File: src/rtl/uart_port_pkg.sv
// Shared state encodings and defaults for the uart_port serial block.
package uart_port_pkg;

  localparam int DEFAULT_CLKS_PER_BIT = 208;

  typedef enum logic [1:0] {
    TX_IDLE,
    TX_START,
    TX_DATA,
    TX_STOP
  } tx_state_t;

  typedef enum logic [2:0] {
    RX_IDLE,
    RX_START,
    RX_DATA,
    RX_STOP,
    RX_WAIT_HIGH
  } rx_state_t;

endpackage

File: src/rtl/uart_port_byte_fifo.sv
// Byte-wide FIFO used as both the transmit queue and the receive queue.
// Head is read combinationally from storage; pointers carry one extra wrap bit.
module byte_fifo #(
  parameter int DEPTH = 4
) (
  input  logic       clk,
  input  logic       resetq,
  input  logic       push,
  input  logic       pop,
  input  logic [7:0] din,
  output logic [7:0] head,
  output logic       full,
  output logic       empty
);

  localparam int AW = $clog2(DEPTH);
  localparam logic [AW:0] PTR_ONE = (AW + 1)'(1);

  logic [7:0]  mem [DEPTH];
  logic [AW:0] wr_ptr;
  logic [AW:0] rd_ptr;
  logic        do_push;
  logic        do_pop;

  assign empty   = (wr_ptr == rd_ptr);
  assign full    = (wr_ptr[AW] != rd_ptr[AW]) && (wr_ptr[AW-1:0] == rd_ptr[AW-1:0]);
  assign do_pop  = pop && !empty;
  // A pop in the same cycle frees a slot, so a push into a full FIFO still lands.
  assign do_push = push && (!full || do_pop);
  assign head    = mem[rd_ptr[AW-1:0]];

  always_ff @(posedge clk or negedge resetq) begin
    if (!resetq) begin
      wr_ptr <= '0;
      rd_ptr <= '0;
    end else begin
      if (do_push) wr_ptr <= wr_ptr + PTR_ONE;
      if (do_pop)  rd_ptr <= rd_ptr + PTR_ONE;
    end
  end

  always_ff @(posedge clk) begin
    if (do_push) mem[wr_ptr[AW-1:0]] <= din;
  end

endmodule

File: src/rtl/uart_port.sv
// 8N1 UART with queued transmit and receive paths.
// Receive samples mid-bit after a 2-flop synchronizer; bad stop bits are discarded.
module uart_port
  import uart_port_pkg::*;
#(
  parameter int CLKS_PER_BIT = DEFAULT_CLKS_PER_BIT,
  parameter int TX_DEPTH     = 4,
  parameter int RX_DEPTH     = 8
) (
  input  logic       clk,
  input  logic       resetq,
  input  logic       wr,
  input  logic [7:0] tx_data,
  input  logic       rd,
  output logic [7:0] rx_data,
  output logic       rx_valid,
  output logic       tx_full,
  output logic       rx_overrun,
  input  logic       uart_rx,
  output logic       uart_tx
);

  localparam int BAUD_W = $clog2(CLKS_PER_BIT);
  localparam logic [BAUD_W-1:0] BIT_LAST  = BAUD_W'(CLKS_PER_BIT - 1);
  localparam logic [BAUD_W-1:0] HALF_LAST = BAUD_W'(CLKS_PER_BIT / 2 - 1);
  localparam logic [BAUD_W-1:0] BAUD_ONE  = BAUD_W'(1);

  // ---------------- transmit path ----------------
  tx_state_t         tx_state;
  tx_state_t         tx_next;
  logic [BAUD_W-1:0] tx_baud;
  logic [2:0]        tx_bit_cnt;
  logic [7:0]        tx_shift;
  logic [7:0]        tx_head;
  logic              tx_empty;
  logic              tx_pop;
  logic              tx_tick;

  byte_fifo #(.DEPTH(TX_DEPTH)) u_tx_fifo (
    .clk    (clk),
    .resetq (resetq),
    .push   (wr),
    .pop    (tx_pop),
    .din    (tx_data),
    .head   (tx_head),
    .full   (tx_full),
    .empty  (tx_empty)
  );

  assign tx_tick = (tx_baud == BIT_LAST);

  always_ff @(posedge clk or negedge resetq) begin
    if (!resetq) tx_state <= TX_IDLE;
    else         tx_state <= tx_next;
  end

  always_comb begin
    tx_next = tx_state;
    unique case (tx_state)
      TX_IDLE:  if (!tx_empty) tx_next = TX_START;
      TX_START: if (tx_tick) tx_next = TX_DATA;
      TX_DATA:  if (tx_tick && tx_bit_cnt == 3'd7) tx_next = TX_STOP;
      TX_STOP:  if (tx_tick) tx_next = TX_IDLE;
      default:  tx_next = TX_IDLE;
    endcase
  end

  always_comb begin
    tx_pop  = 1'b0;
    uart_tx = 1'b1;
    unique case (tx_state)
      TX_IDLE:  tx_pop  = !tx_empty;
      TX_START: uart_tx = 1'b0;
      TX_DATA:  uart_tx = tx_shift[0];
      default:  uart_tx = 1'b1;
    endcase
  end

  // Baud counter restarts at each bit boundary and stays parked while idle.
  always_ff @(posedge clk or negedge resetq) begin
    if (!resetq) begin
      tx_baud    <= '0;
      tx_bit_cnt <= '0;
      tx_shift   <= '0;
    end else begin
      if (tx_state == TX_IDLE || tx_tick) tx_baud <= '0;
      else                                tx_baud <= tx_baud + BAUD_ONE;

      if (tx_state != TX_DATA) tx_bit_cnt <= '0;
      else if (tx_tick)        tx_bit_cnt <= tx_bit_cnt + 3'd1;

      if (tx_pop)                            tx_shift <= tx_head;
      else if (tx_state == TX_DATA && tx_tick) tx_shift <= {1'b0, tx_shift[7:1]};
    end
  end

  // ---------------- receive path ----------------
  rx_state_t         rx_state;
  rx_state_t         rx_next;
  logic [1:0]        rx_sync;
  logic              rx_s;
  logic              rx_prev;
  logic [BAUD_W-1:0] rx_baud;
  logic [2:0]        rx_bit_cnt;
  logic [7:0]        rx_shift;
  logic              rx_tick;
  logic              rx_push;
  logic              rx_full;
  logic              rx_empty;
  logic              rx_drop;

  byte_fifo #(.DEPTH(RX_DEPTH)) u_rx_fifo (
    .clk    (clk),
    .resetq (resetq),
    .push   (rx_push),
    .pop    (rd),
    .din    (rx_shift),
    .head   (rx_data),
    .full   (rx_full),
    .empty  (rx_empty)
  );

  assign rx_valid = !rx_empty;
  assign rx_s     = rx_sync[1];
  assign rx_tick  = (rx_state == RX_START) ? (rx_baud == HALF_LAST) : (rx_baud == BIT_LAST);
  assign rx_drop  = rx_push && rx_full && !rd;

  always_ff @(posedge clk or negedge resetq) begin
    if (!resetq) begin
      rx_sync <= 2'b11;
      rx_prev <= 1'b1;
    end else begin
      rx_sync <= {rx_sync[0], uart_rx};
      rx_prev <= rx_s;
    end
  end

  always_ff @(posedge clk or negedge resetq) begin
    if (!resetq) rx_state <= RX_IDLE;
    else         rx_state <= rx_next;
  end

  always_comb begin
    rx_next = rx_state;
    unique case (rx_state)
      RX_IDLE:      if (rx_prev && !rx_s) rx_next = RX_START;
      RX_START:     if (rx_tick) rx_next = rx_s ? RX_IDLE : RX_DATA;
      RX_DATA:      if (rx_tick && rx_bit_cnt == 3'd7) rx_next = RX_STOP;
      RX_STOP:      if (rx_tick) rx_next = rx_s ? RX_IDLE : RX_WAIT_HIGH;
      RX_WAIT_HIGH: if (rx_s) rx_next = RX_IDLE;
      default:      rx_next = RX_IDLE;
    endcase
  end

  always_comb begin
    rx_push = 1'b0;
    unique case (rx_state)
      RX_STOP: rx_push = rx_tick && rx_s;
      default: rx_push = 1'b0;
    endcase
  end

  // The first tick after a falling edge lands mid start bit; later ticks are one bit apart.
  always_ff @(posedge clk or negedge resetq) begin
    if (!resetq) begin
      rx_baud    <= '0;
      rx_bit_cnt <= '0;
      rx_shift   <= '0;
    end else begin
      if (rx_state == RX_IDLE || rx_state == RX_WAIT_HIGH || rx_tick) rx_baud <= '0;
      else                                                            rx_baud <= rx_baud + BAUD_ONE;

      if (rx_state != RX_DATA) rx_bit_cnt <= '0;
      else if (rx_tick)        rx_bit_cnt <= rx_bit_cnt + 3'd1;

      if (rx_state == RX_DATA && rx_tick) rx_shift <= {rx_s, rx_shift[7:1]};
    end
  end

  // A drop in the same cycle as a clearing read wins, so no overrun is ever lost.
  always_ff @(posedge clk or negedge resetq) begin
    if (!resetq)               rx_overrun <= 1'b0;
    else if (rx_drop)          rx_overrun <= 1'b1;
    else if (rd && rx_valid)   rx_overrun <= 1'b0;
  end

endmodule

File: config.mk
export PLATFORM = sky130hd
export DESIGN_NAME = uart_port
export DESIGN_NICKNAME = d
export VERILOG_FILES = /design/src/rtl/uart_port_pkg.sv /design/src/rtl/uart_port_byte_fifo.sv /design/src/rtl/uart_port.sv
export SDC_FILE = /design/constraint.sdc
export NUM_CORES = 1
export LEC_CHECK = 0
export CORE_AREA = 2 2 113 115
export DETAILED_ROUTE_END_ITERATION = 10
export DIE_AREA = 0 0 115 117
export PLACE_DENSITY = 0.81
export SYNTH_ARGS = -nofsm -noshare
export SYNTH_HDL_FRONTEND = slang
export SYNTH_SLANG_ARGS = --single-unit
export TNS_END_PERCENT = 10
File: constraint.sdc
create_clock -name clk -period 2.8 [get_ports clk]
set_input_delay 0.56 -clock clk [delete_from_list [all_inputs] [get_ports clk]]
set_output_delay 0.56 -clock clk [all_outputs]
set_load 0.02 [all_outputs]
==> flow_summary.toml <==
[flow_run]
drv_cap = 0

[yosys]
synthTopCellsByCount = "edfxtp_1 (96), dfrtp_1 (58), mux4_2 (24)"
synth_area_um2 = 6640
synth.most_common_cell = "edfxtp_1"
synth-edff-count = 96
postSynthCellCount = 410
async_flop_share_pct = 38.9
synth_area_per_cell_um2 = 16.2
syn_nets = 440
ys_top_cells_by_area = "edfxtp_1 (43%), dfrtp_1 (22%), mux4_2 (8.1%), ha_1 (3.2%), xor2_1 (2.8%)"
ys_seq_area_share_pct = 66.4
ys_types = 48
synth_top_area_share_pct = 43.4
synth-seq-cells = 157
yosysTopAreaCell = "edfxtp_1"
yosys_warnings = 0
ys.flop_type = "edfxtp_1"

[place]
dp.final_hpwl_um = 7280
dp_slack_ns = 0.229
gp_congestion = 0.793
placed_cells = 585
io_buffer_count = 24

[clock_network]
cts_tree = "yes"
post_cts_buffers = 0
root_buffer = "clkbuf_16"
htreeDepth = 4
cts_buffers = 17
clock_path_buffers = 2
clock-sinks = 157
path_clk_slew_ns = 0.06
insertion_delay_ns = 0.42
hold_buffers = 0

[sta]
rsz0062_at_grt = "no"
whs_ns = 0.0934
setup_tns_ns = 0
hold_viol = 0
fin_worst_skew_ns = 0.00906
setup_violations = 0
fmax_mhz = 370
period_minus_slack_ns = 2.70
tightest_slew_ns = 0.701
report.final.slew_viol_count = 0
post-route-period-util_pct = 96.5
setup_ws_ns = 0.0989
slew_headroom_pct = 52.6

[floorplan]
pin_count = 25
die_x_um = 115
core_um2 = 12300
die_area_um2 = 13500
start_util_pct = 53.9
fp-row-count = 41
die_h_um = 117

[cells_and_area]
antenna_cells = 0
syn2layout_area_growth_pct = 15.9
drive_above_1_share_pct = 22.5
finalNonFillerCells = 617
nNetsFinal = 484
nFillCells = 875

[critical_path]
critPathCaptureType = "output port"
ff2ff_path_depth = 4
worstSetupPathType = "reg -> out"
critPathMaxFanout = 17
critPathLaunchType = "flip-flop"
required_ns = 2.24
critical_path_arrival_ns = 2.14

[global_route]
grt_pass1_vias = 3748
grt.overflow.total = 0
grt_start_max_net_pins = 26
antenna_found_initial = 0
grt_first_pass_wirelength_um = 18900
globalRouteTotalUtil_pct = 19.1

[outcome]
status = "finished clean"

[route]
drt_wl_total_um = 11300
drtIter0Drc = 253
wl_per_cell_um = 18.4
drcViolationCount = 0
ant_nets = 0
num_vias = 3521
drtPass1Iterations = 4
vias_per_cell = 5.71

[worst_hold_path]
hp-class = "in -> async"

[power]
total_power_uw = 7260
pwr_density_cell_nw_per_um2 = 944
power_leakage_uw = 0.00308
vdd_drop_max_mv = 0.667
[layout by cell type (no fill, tap or decap), types with 9 or more instances in the layout]
master	instances
xnor2_1	9
mux4_2	24
buf_4	16
dfrtp_1	57
xor2_1	21
clkbuf_16	17
nor2_1	20
nand3_1	12
clkdlybuf4s50_1	14
ha_1	17
inv_1	9
nand2_1	19
o21ai_0	14
edfxtp_1	96
mux2i_1	10
mux2_2	13
mux2_4	9
[stage by stage]
stage                     utilization [%]  instance area (µm²)
final                                62.5                 7700
after floorplan                         -                 6650
after CTS                            62.4                 7680
after detailed placement             58.0                 7140
after global routing                 62.5                 7700
after global placement               58.0                 7140
[logic make-up (layout without fill, tap and decap cells)]
logic type	after synthesis	count (layout)	share of synthesized area, %
muxes	56	56	13.9
adders and majority gates	17	17	3.20
and+or+nand+nor	94	94	7.89
xor gates and xnor gates	31	31	4.09
AOI/OAI and AO/OA	30	30	2.86
DFF	157	157	66.4
buffers and inverters	25	82	1.62
[registers in the layout (all words and copies together) (netlist names)]
register,cells
u_tx_fifo.mem,32
rx_state,3
rx_bit_cnt,3
rx_prev,1
tx_shift,8
u_rx_fifo.rd_ptr,4
rx_shift,8
u_tx_fifo.rd_ptr,3
rx_baud,8
rx_sync,2
u_rx_fifo.mem,64
tx_baud,8
tx_bit_cnt,3
u_rx_fifo.wr_ptr,4
u_tx_fifo.wr_ptr,3
rx_overrun,1
tx_state,2
[power by group]
| part | switching (µW) | internal, µW |
|---|---|---|
| logic | 1040 | 1000 |
| clock network | 908 | 1250 |
| registers | 270 | 2800 |
| total | 2210 | 5050 |
[area by class of cell]
class | count | area, µm² | area share, %
Inverter | 9 | 33.8 | 0.439
Timing Repair Buffer | 41 | 369 | 4.80
Multi-Input combinational cell | 228 | 2130 | 27.7
Sequential cell | 157 | 4410 | 57.4
Clock inverter | 13 | 114 | 1.48
Clock buffer | 19 | 443 | 5.76
Tap cell | 150 | 188 | 2.44
[path summary, 6_finish.rpt]
| path | startpoint | end | slack [ns] |
|---|---|---|---|
| max | u_rx_fifo.rd_ptr[0] | rx_data[4] | 0.1 |
| min | resetq | u_tx_fifo.wr_ptr[0] | 0.09 |
| max reg2reg | rx_state[1] | u_rx_fifo.mem[0][2] | 0.20 |
| min reg2reg | rx_sync[0] | rx_sync[1] | 0.36 |
| max in group asynchronous | resetq | rx_prev | 1.96 |
| min in group clk | rx_sync[0] | rx_sync[1] | 0.36 |
[timing repair]
action                     CTS  global route
setup endpoints to repair    9             5
resized for setup           10             5
hold endpoints to repair     0             0
[worst max-delay path: stages, from the launching register on]
cell and delay, ns:
dfrtp_2 0.42, buf_12 0.20, mux4_2 0.51, mux2_2 0.27, dlygate4sd2_1 0.32
[layer usage]
metal | track usage, % | vias up | share of wire, % | routed length (µm)
met5 | 0 | - | 0 | 0
met4 | 7.15 | 0 | 1.4 | 155
met3 | 5.25 | 16 | 3.6 | 414
met2 | 33.3 | 72 | 54 | 6140
met1 | 22.8 | 1792 | 41 | 4640
li1 | - | 1641 | - | -
Note: power is estimated with default switching activity, not from simulation.
